### config.mk
export PLATFORM = sky130hd
export DESIGN_NAME = fx_reg_slave
export DESIGN_NICKNAME = d
export VERILOG_FILES = /design/src/rtl/fx_pkg.sv /design/src/rtl/fx_ts_snap.sv /design/src/rtl/fx_reg_slave.sv
export SDC_FILE = /design/constraint.sdc
export NUM_CORES = 1
export LEC_CHECK = 0
export ABC_AREA = 1
export CELL_PAD_IN_SITES_DETAIL_PLACEMENT = 1
export CELL_PAD_IN_SITES_GLOBAL_PLACEMENT = 2
export CORE_ASPECT_RATIO = 1.75
export CORE_MARGIN = 2
export CORE_UTILIZATION = 25
export CTS_CLUSTER_SIZE = 12
export DETAILED_ROUTE_END_ITERATION = 16
export GPL_TIMING_DRIVEN = 0
export PLACE_DENSITY = 0.67
export SYNTH_ARGS = -nofsm -noshare
export SYNTH_HDL_FRONTEND = slang
export SYNTH_SLANG_ARGS = --single-unit
### constraint.sdc
create_clock -name clk_sys -period 3.4 [get_ports clk_sys]
set_input_delay 0.51 -clock clk_sys [delete_from_list [all_inputs] [get_ports clk_sys]]
set_output_delay 0.51 -clock clk_sys [all_outputs]
set_load 0.01 [all_outputs]
### src/rtl/fx_pkg.sv
// Shared fx bus definitions: address split, register offsets and the decoded address view.
package fx_pkg;

    localparam int unsigned FX_AW = 22;
    localparam int unsigned FX_WW = 14;
    localparam int unsigned FX_OW = 8;
    localparam int unsigned FX_DW = 8;
    localparam int unsigned FX_TSW = 32;

    localparam logic [FX_OW-1:0] FX_OFS_ID   = 8'h00;
    localparam logic [FX_OW-1:0] FX_OFS_CTRL = 8'h01;
    localparam logic [FX_OW-1:0] FX_OFS_CMD  = 8'h02;
    localparam logic [FX_OW-1:0] FX_OFS_STAT = 8'h03;
    localparam logic [FX_OW-1:0] FX_OFS_TS0  = 8'h04;
    localparam logic [FX_OW-1:0] FX_OFS_TS1  = 8'h05;
    localparam logic [FX_OW-1:0] FX_OFS_TS2  = 8'h06;
    localparam logic [FX_OW-1:0] FX_OFS_TS3  = 8'h07;
    localparam logic [FX_OW-1:0] FX_OFS_CFG0 = 8'h08;
    localparam logic [FX_OW-1:0] FX_OFS_CFG1 = 8'h09;
    localparam logic [FX_OW-1:0] FX_OFS_CFG2 = 8'h0A;
    localparam logic [FX_OW-1:0] FX_OFS_CFG3 = 8'h0B;

    // Bus address seen as window select plus in-window offset.
    typedef struct packed {
        logic [FX_WW-1:0] win;
        logic [FX_OW-1:0] ofs;
    } fx_addr_t;

endpackage

### src/rtl/fx_ts_snap.sv
// Free-running timestamp with a snapshot register so multi-byte reads are coherent.
module fx_ts_snap
    import fx_pkg::*;
(
    input  logic             clk_sys,
    input  logic             rst_n,
    input  logic             snap_en,
    input  logic [1:0]       ofs,
    output logic [FX_DW-1:0] rd_byte_c
);

    logic [FX_TSW-1:0] ts;
    logic [FX_TSW-1:0] snap;

    // Byte 0 comes live from ts; snap captures the same value so bytes 1..3 match it.
    always_ff @(posedge clk_sys or negedge rst_n) begin
        if (!rst_n) begin
            ts   <= '0;
            snap <= '0;
        end else begin
            ts <= ts + 32'd1;
            if (snap_en) begin
                snap <= ts;
            end
        end
    end

    always_comb begin
        rd_byte_c = ts[7:0];
        case (ofs)
            2'd1:    rd_byte_c = snap[15:8];
            2'd2:    rd_byte_c = snap[23:16];
            2'd3:    rd_byte_c = snap[31:24];
            default: rd_byte_c = ts[7:0];
        endcase
    end

endmodule

### src/rtl/fx_reg_slave.sv
// fx bus register slave: address decode, control/command/status/config registers and read return.
module fx_reg_slave
    import fx_pkg::*;
#(
    parameter logic [FX_WW-1:0] BASE = 14'h0040,
    parameter logic [FX_DW-1:0] ID   = 8'h5A
) (
    input  logic              clk_sys,
    input  logic              rst_n,
    input  logic              fx_wr,
    input  logic [FX_AW-1:0]  fx_waddr,
    input  logic [FX_DW-1:0]  fx_data,
    input  logic              fx_rd,
    input  logic [FX_AW-1:0]  fx_raddr,
    output logic [FX_DW-1:0]  fx_q,
    output logic [FX_DW-1:0]  cfg_ctrl,
    output logic [FX_TSW-1:0] cfg_word,
    output logic [FX_DW-1:0]  cmd_pulse,
    input  logic [FX_DW-1:0]  stat_evt
);

    fx_addr_t         waddr;
    fx_addr_t         raddr;
    logic             wr_hit_c;
    logic             rd_hit_c;
    logic             snap_en_c;
    logic [FX_DW-1:0] w1c_c;
    logic [FX_DW-1:0] ts_byte_c;
    logic [FX_DW-1:0] rd_val_c;
    logic [FX_DW-1:0] stat;

    assign waddr     = fx_waddr;
    assign raddr     = fx_raddr;
    assign wr_hit_c  = fx_wr && (waddr.win == BASE);
    assign rd_hit_c  = fx_rd && (raddr.win == BASE);
    assign snap_en_c = rd_hit_c && (raddr.ofs == FX_OFS_TS0);
    assign w1c_c     = (wr_hit_c && (waddr.ofs == FX_OFS_STAT)) ? fx_data : '0;

    fx_ts_snap u_ts (
        .clk_sys   (clk_sys),
        .rst_n     (rst_n),
        .snap_en   (snap_en_c),
        .ofs       (raddr.ofs[1:0]),
        .rd_byte_c (ts_byte_c)
    );

    // Read mux: misses and unmapped offsets return 0 so the OR fabric stays clean.
    always_comb begin
        rd_val_c = '0;
        if (rd_hit_c) begin
            case (raddr.ofs)
                FX_OFS_ID:   rd_val_c = ID;
                FX_OFS_CTRL: rd_val_c = cfg_ctrl;
                FX_OFS_STAT: rd_val_c = stat;
                FX_OFS_TS0,
                FX_OFS_TS1,
                FX_OFS_TS2,
                FX_OFS_TS3:  rd_val_c = ts_byte_c;
                FX_OFS_CFG0: rd_val_c = cfg_word[7:0];
                FX_OFS_CFG1: rd_val_c = cfg_word[15:8];
                FX_OFS_CFG2: rd_val_c = cfg_word[23:16];
                FX_OFS_CFG3: rd_val_c = cfg_word[31:24];
                default:     rd_val_c = '0;
            endcase
        end
    end

    always_ff @(posedge clk_sys or negedge rst_n) begin
        if (!rst_n) begin
            fx_q      <= '0;
            cfg_ctrl  <= '0;
            cfg_word  <= '0;
            cmd_pulse <= '0;
            stat      <= '0;
        end else begin
            cmd_pulse <= '0;
            // Event set is applied after the clear so a same-cycle event wins.
            stat      <= (stat & ~w1c_c) | stat_evt;
            if (fx_rd) begin
                fx_q <= rd_val_c;
            end
            if (wr_hit_c) begin
                case (waddr.ofs)
                    FX_OFS_CTRL: cfg_ctrl        <= fx_data;
                    FX_OFS_CMD:  cmd_pulse       <= fx_data;
                    FX_OFS_CFG0: cfg_word[7:0]   <= fx_data;
                    FX_OFS_CFG1: cfg_word[15:8]  <= fx_data;
                    FX_OFS_CFG2: cfg_word[23:16] <= fx_data;
                    FX_OFS_CFG3: cfg_word[31:24] <= fx_data;
                    default: ;
                endcase
            end
        end
    end

endmodule

Yosys cells after proc, flatten, opt, wreduce, memory -nomap -nowiden. Index checks and enable logic that the tools add are counted.

Bits in registers: 128. Input port bits: 64. Output and inout bits: 56. Word-level logic and storage cells: 53.

Add/subtract/negate cells: 1. Equal/unequal tests: 22. Muxes and demuxes: 6. Bitwise gates (word level): 3. Reduce and logical (&&, ||, !) cells: 11.

Operators by type and width (number): 8-bit by 4-bit == test with 1-bit output, second input constant (8); 8-bit case mux with 8 select lines (1); 32-bit by 1-bit adder with 32-bit output, second input constant (1); 8-bit by 3-bit == test with 1-bit output, second input constant (4); 8-bit two-way mux (4); 14-bit by 7-bit == test with 1-bit output, second input constant (2); 8-bit by 2-bit == test with 1-bit output, second input constant (3); 8-bit case mux with 3 select lines (1); 8-bit by 1-bit == test with 1-bit output, second input constant (2); 2-bit AND reduction (5); 8-bit bitwise AND (1); 8-bit logical NOT (1); 8-bit inverter (1); 8-bit OR (1); 2-bit == test, second input constant (2); 1-bit logical AND (4); 4-bit OR reduction (1); 2-bit by 1-bit == test with 1-bit output, second input constant (1).

Logic depth before layout (Yosys ltp).
Word-level depth: 7. Depth in mapped cells: 11. Depth with buffers taken out: 10.

Modules after synthesis. From an unflattened synthesis, not the netlist that was laid out.

Cells, all modules: 796. Area total of the unflattened synthesis: 6388.6 sq um.

Modules (own cells, without submodules): fx_reg_slave (times used 1, cells an instance 469, area each 3524.6 sq um); fx_ts_snap (times used 1, cells an instance 327, area each 2864.0 sq um).

Least setup slack after synthesis. No wires, ideal clock.

Path kind: input -> register. Start: in fx_raddr[11]. End: reg u_ts.snap[25]. Library setup time: 0.130 ns. Arrival time: 1.436 ns. Required time: 3.270 ns. Setup slack: 1.834 ns. Cell stages on the path: 8. Buffers on the path: 2. Cells stage by stage: nor2_1 > nand2_1 > nor4_1 > nand3_1 > buf_2 > buf_6 > nand2_1 > o21ai_0.

Longest elaborated chain between the ends: 3.

RTL lines: start, declared (RTL line fx_reg_slave.sv:14) `input logic [FX_AW-1:0] fx_raddr,`; 14-bit by 7-bit == test with 1-bit output (RTL line fx_reg_slave.sv:35) `assign rd_hit_c = fx_rd && (raddr.win == BASE);`; 1-bit logical AND (RTL line fx_reg_slave.sv:35); 1-bit logical AND (RTL line fx_reg_slave.sv:36) `assign snap_en_c = rd_hit_c && (raddr.ofs == FX_OFS_TS0);`; end signal, assigned (RTL line fx_ts_snap.sv:23) `snap <= ts;`; end, declared (RTL line fx_ts_snap.sv:13) `logic [FX_TSW-1:0] snap;`.

No other way between the ends. A chain may end at the register's enable or synchronous reset.

Worst setup path after layout.
Start: in fx_raddr[1]. End: reg fx_q[2].

Longest elaborated chain between the ends: 4. Elaborated cells on any way between the ends: 18. Classes of those cells: eq/ne (13); mux (3); reduce/logical (2).

RTL lines: 8-bit by 3-bit == test with 1-bit output, or another cell as far along (RTL line fx_reg_slave.sv:51) `case (raddr.ofs)`; 4-bit OR reduction / 8-bit case mux with 3 select lines (equally long branches) (RTL line fx_reg_slave.sv:51, fx_ts_snap.sv:30); 8-bit case mux with 8 select lines * (RTL line fx_reg_slave.sv:51); 8-bit two-way mux * (RTL line fx_reg_slave.sv:50) `if (rd_hit_c) begin`; end signal, assigned (RTL line fx_reg_slave.sv:80) `fx_q <= rd_val_c;`; end, declared (RTL line fx_reg_slave.sv:15) `output logic [FX_DW-1:0] fx_q,`.

Every way passes the cells marked *; elsewhere a longest branch is shown, timed or not.

==> impl_metrics.json <==
{
  "cts.clk_slew.worst_paths_ns": 0.06,
  "synth_top_area_frac": 0.5098,
  "rsz0062_at_grt": "false",
  "die-area_um2": 24850,
  "post-synth-top-area-cell": "dfrtp_1",
  "final_cell_area_um2": 8083,
  "cts_tree": "built",
  "min_period_over_period": 0.6283,
  "num_vias": 5545,
  "slowest_delay_ns": 0.63,
  "setup_viol": 0,
  "netlist_area_um2": 5891,
  "seq_area_um2": 3003,
  "viasPerCell": 4.571,
  "worstPathCellList": "clkdlybuf4s50_1 > inv_1 > buf_6 > nor2_1 > nand2_1 > nand3_1 > nand2_1 > nand2_1 > nor2_1 > nand2_1 > nand2_1 > nand2_1",
  "pwr-share-comb": 0.055,
  "clockBufferDepth": 2,
  "drt-pass1-iter-count": 5,
  "critPathKind": "in -> reg",
  "crit_path_end_kind": "flop",
  "synth_warnings": 0,
  "die_h_um": 207.1,
  "synth.avg_cell_area_um2": 7.782,
  "layout_setup_ws_ns": 1.264,
  "status": "completed",
  "overflow": 0,
  "post_cts_buffers": 0,
  "crit_path_start_kind": "primary input",
  "ys_ff_latch": 120,
  "root_buffer": "clkbuf_16",
  "multi_input_area_um2": 2474,
  "drt_first_iter_violations": 221,
  "timing.fmax_mhz": 468.1,
  "gp_congestion": 0.8106,
  "grt_start_max_net_pins": 79,
  "clock_skew_ns": 0.007018,
  "p_sw_uw": 802.2,
  "slowest_stage": "clkdlybuf4s50_1",
  "grt_pass1_wl_mm": 35.45,
  "drcViolationCount": 0,
  "synth.area.top_cells": "dfrtp_1 (51%), nand2_1 (14%), nand3_1 (7.0%)",
  "period_minus_slack_ns": 2.136,
  "r2r_setup_slack_ns": 1.52,
  "p_leak_uw": 0.003690,
  "syn_nets": 822,
  "fillers": 2778,
  "clk_latency_ns": 0.42,
  "post-dp-hpwl_mm": 18.77,
  "io_buffers": 119,
  "hold_buffers": 0,
  "cts_buffers": 17,
  "pwr-share-clk": 0.526,
  "arrival_ns": 2.49,
  "cts.sinks": 120,
  "synth_common_cells": "nand2_1 (226), dfrtp_1 (120), inv_1 (82), nand3_1 (82), o21ai_0 (69)",
  "synth-main-ff-cell": "dfrtp_1",
  "wirelength_mm": 22.94,
  "n_antenna_cell": 0,
  "p_sw_frac": 0.2351,
  "core_area_um2": 23240,
  "layout.nets": 961,
  "initial_core_util": 0.2535,
  "grtUsageTotal": 0.1926,
  "worstPathRequired_ns": 3.75,
  "antenna_left": 0,
  "hold_violations": 0,
  "cp_common_cell": "nand2_1",
  "wire_per_inst_um": 18.91,
  "syn_inst": 757,
  "max_slew_margin": 0.3840,
  "ys_seq_area_frac": 0.5098,
  "p_per_area_nw_per_um2": 422.2,
  "final-max-slew-violation-count": 0,
  "use_met3": 0.03194,
  "worst-path-max-fanout": 10,
  "placed_cell_area_um2": 7491,
  "boundaryPins": 120,
  "synth.most_common_cell": "nand2_1",
  "dp_slack_ns": 0.8028,
  "grt_antenna_before_repair": 0,
  "synth-edff-count": 0,
  "htree_levels": 4,
  "drv_cap": 0,
  "rows": 74,
  "drive_gt1_frac": 0.06051,
  "cts-resized-gates": 0,
  "grt.busiest_layer": "met2",
  "grt.met1_usage": 0.1832,
  "p_int_uw": 2611,
  "ys_async_sr_fraction": 1.000,
  "syn_to_final_growth_pct": 37.21,
  "peakVddDrop_mv": 0.2725,
  "p_seq_frac": 0.419,
  "ys_types": 27,
  "grt_use_met2": 0.3866,
  "tightest_slew_ns": 0.9170,
  "hp-class": "in -> async",
  "fp.dieW_um": 120.0,
  "grt_pass1_vias": 6024
}
## stage by stage
step                      instances  hold WS (ns)  total power [uW]  setup TNS (ns)  utilization
after CTS                      1213      0.005597              3460               0       0.3478
final                          1213      0.006202              3413               0       0.3478
after global routing           1213       0.02351              3540               0       0.3478
after detailed placement       1181        0.4582              1648               0       0.3223
after global placement         1180        0.4542              1645         -395.73       0.3211
after floorplan                 757        0.2144              1504               0            -
## routing by layer
| layer | routed length, um | share of wire | vias to the layer above |
|---|---|---|---|
| li1 | - | - | 2714 |
| met3 | 614 | 0.027 | 30 |
| met2 | 13500 | 0.59 | 107 |
| met5 | 0 | 0 | - |
| met4 | 890 | 0.039 | 0 |
| met1 | 7940 | 0.35 | 2694 |
## critical path: cells and delay by family
| family | cells | cell delay (ns) |
|---|---|---|
| AND/OR/NAND/NOR | 9 | 1.05 |
| buffers and inverters | 3 | 0.92 |
## cell usage in the layout (no fill, tap or decap), types with 2 or more instances in the layout
master and count:
buf_2 7, nand3_2 3, bufinv_16 2, nand2_1 226, buf_6 4, inv_1 82
nand4_1 9, nor3b_1 3, nor4_1 3, clkinv_2 2, nor2_1 64, nor3_1 36
a21oi_1 3, clkdlybuf4s50_1 118, xor2_1 23, clkbuf_1 7, clkinv_4 6, o21ai_1 4
nor2_2 2, nand2_2 2, o21ai_0 69, clkbuf_16 17, dfrtp_1 120, and2_1 2
clkinvlp_4 4, nand3_1 82
## final timing paths
| kind | to | from | depth (start not counted) |
|---|---|---|---|
| max in group asynchronous | u_ts.ts[1] | rst_n | 2 |
| worst max-delay path | fx_q[2] | fx_raddr[1] | 12 |
| worst max register to register | u_ts.ts[16] | u_ts.ts[1] | 7 |
| min in group clk_sys | u_ts.ts[13] | u_ts.ts[13] | 1 |
| worst min-delay path | cmd_pulse[4] | rst_n | 1 |
| worst min register to register | u_ts.ts[13] | u_ts.ts[13] | 1 |
## final cells by class
class | count | share of cell area
Tap cell | 304 | 0.04706
Buffer | 18 | 0.01269
Sequential cell | 120 | 0.3715
Clock inverter | 14 | 0.01889
Timing Repair Buffer | 120 | 0.1509
Clock buffer | 18 | 0.05433
Inverter | 83 | 0.03854
Multi-Input combinational cell | 536 | 0.3060
## logic make-up (layout without fill, tap and decap cells)
kind of cell / Yosys count / in the layout / synth area share
compound gates: 76 / 76 / 0.06457
xor+xnor: 24 / 24 / 0.03568
fa+ha+maj: 1 / 1 / 0.002124
buf+inv: 101 / 253 / 0.07031
flops: 120 / 120 / 0.5098
simple gates: 435 / 435 / 0.3175
## power by group through the flow
stage / combinational (uW) / clock, uW / sequential, uW
after floorplan: 49.1 / 0 / 1450
after global placement: 190 / 0 / 1460
after detailed placement: 194 / 0 / 1450
after CTS: 196 / 1840 / 1430
after global routing: 210 / 1900 / 1430
final: 189 / 1790 / 1430
## sequential cells by signal, indices dropped and copies added, names as in the netlist
register	count
cfg_word	32
u_ts.ts	32
u_ts.snap	24
cfg_ctrl	8
cmd_pulse	8
fx_q	8
stat	8
Note: power is estimated with default switching activity, not from simulation.
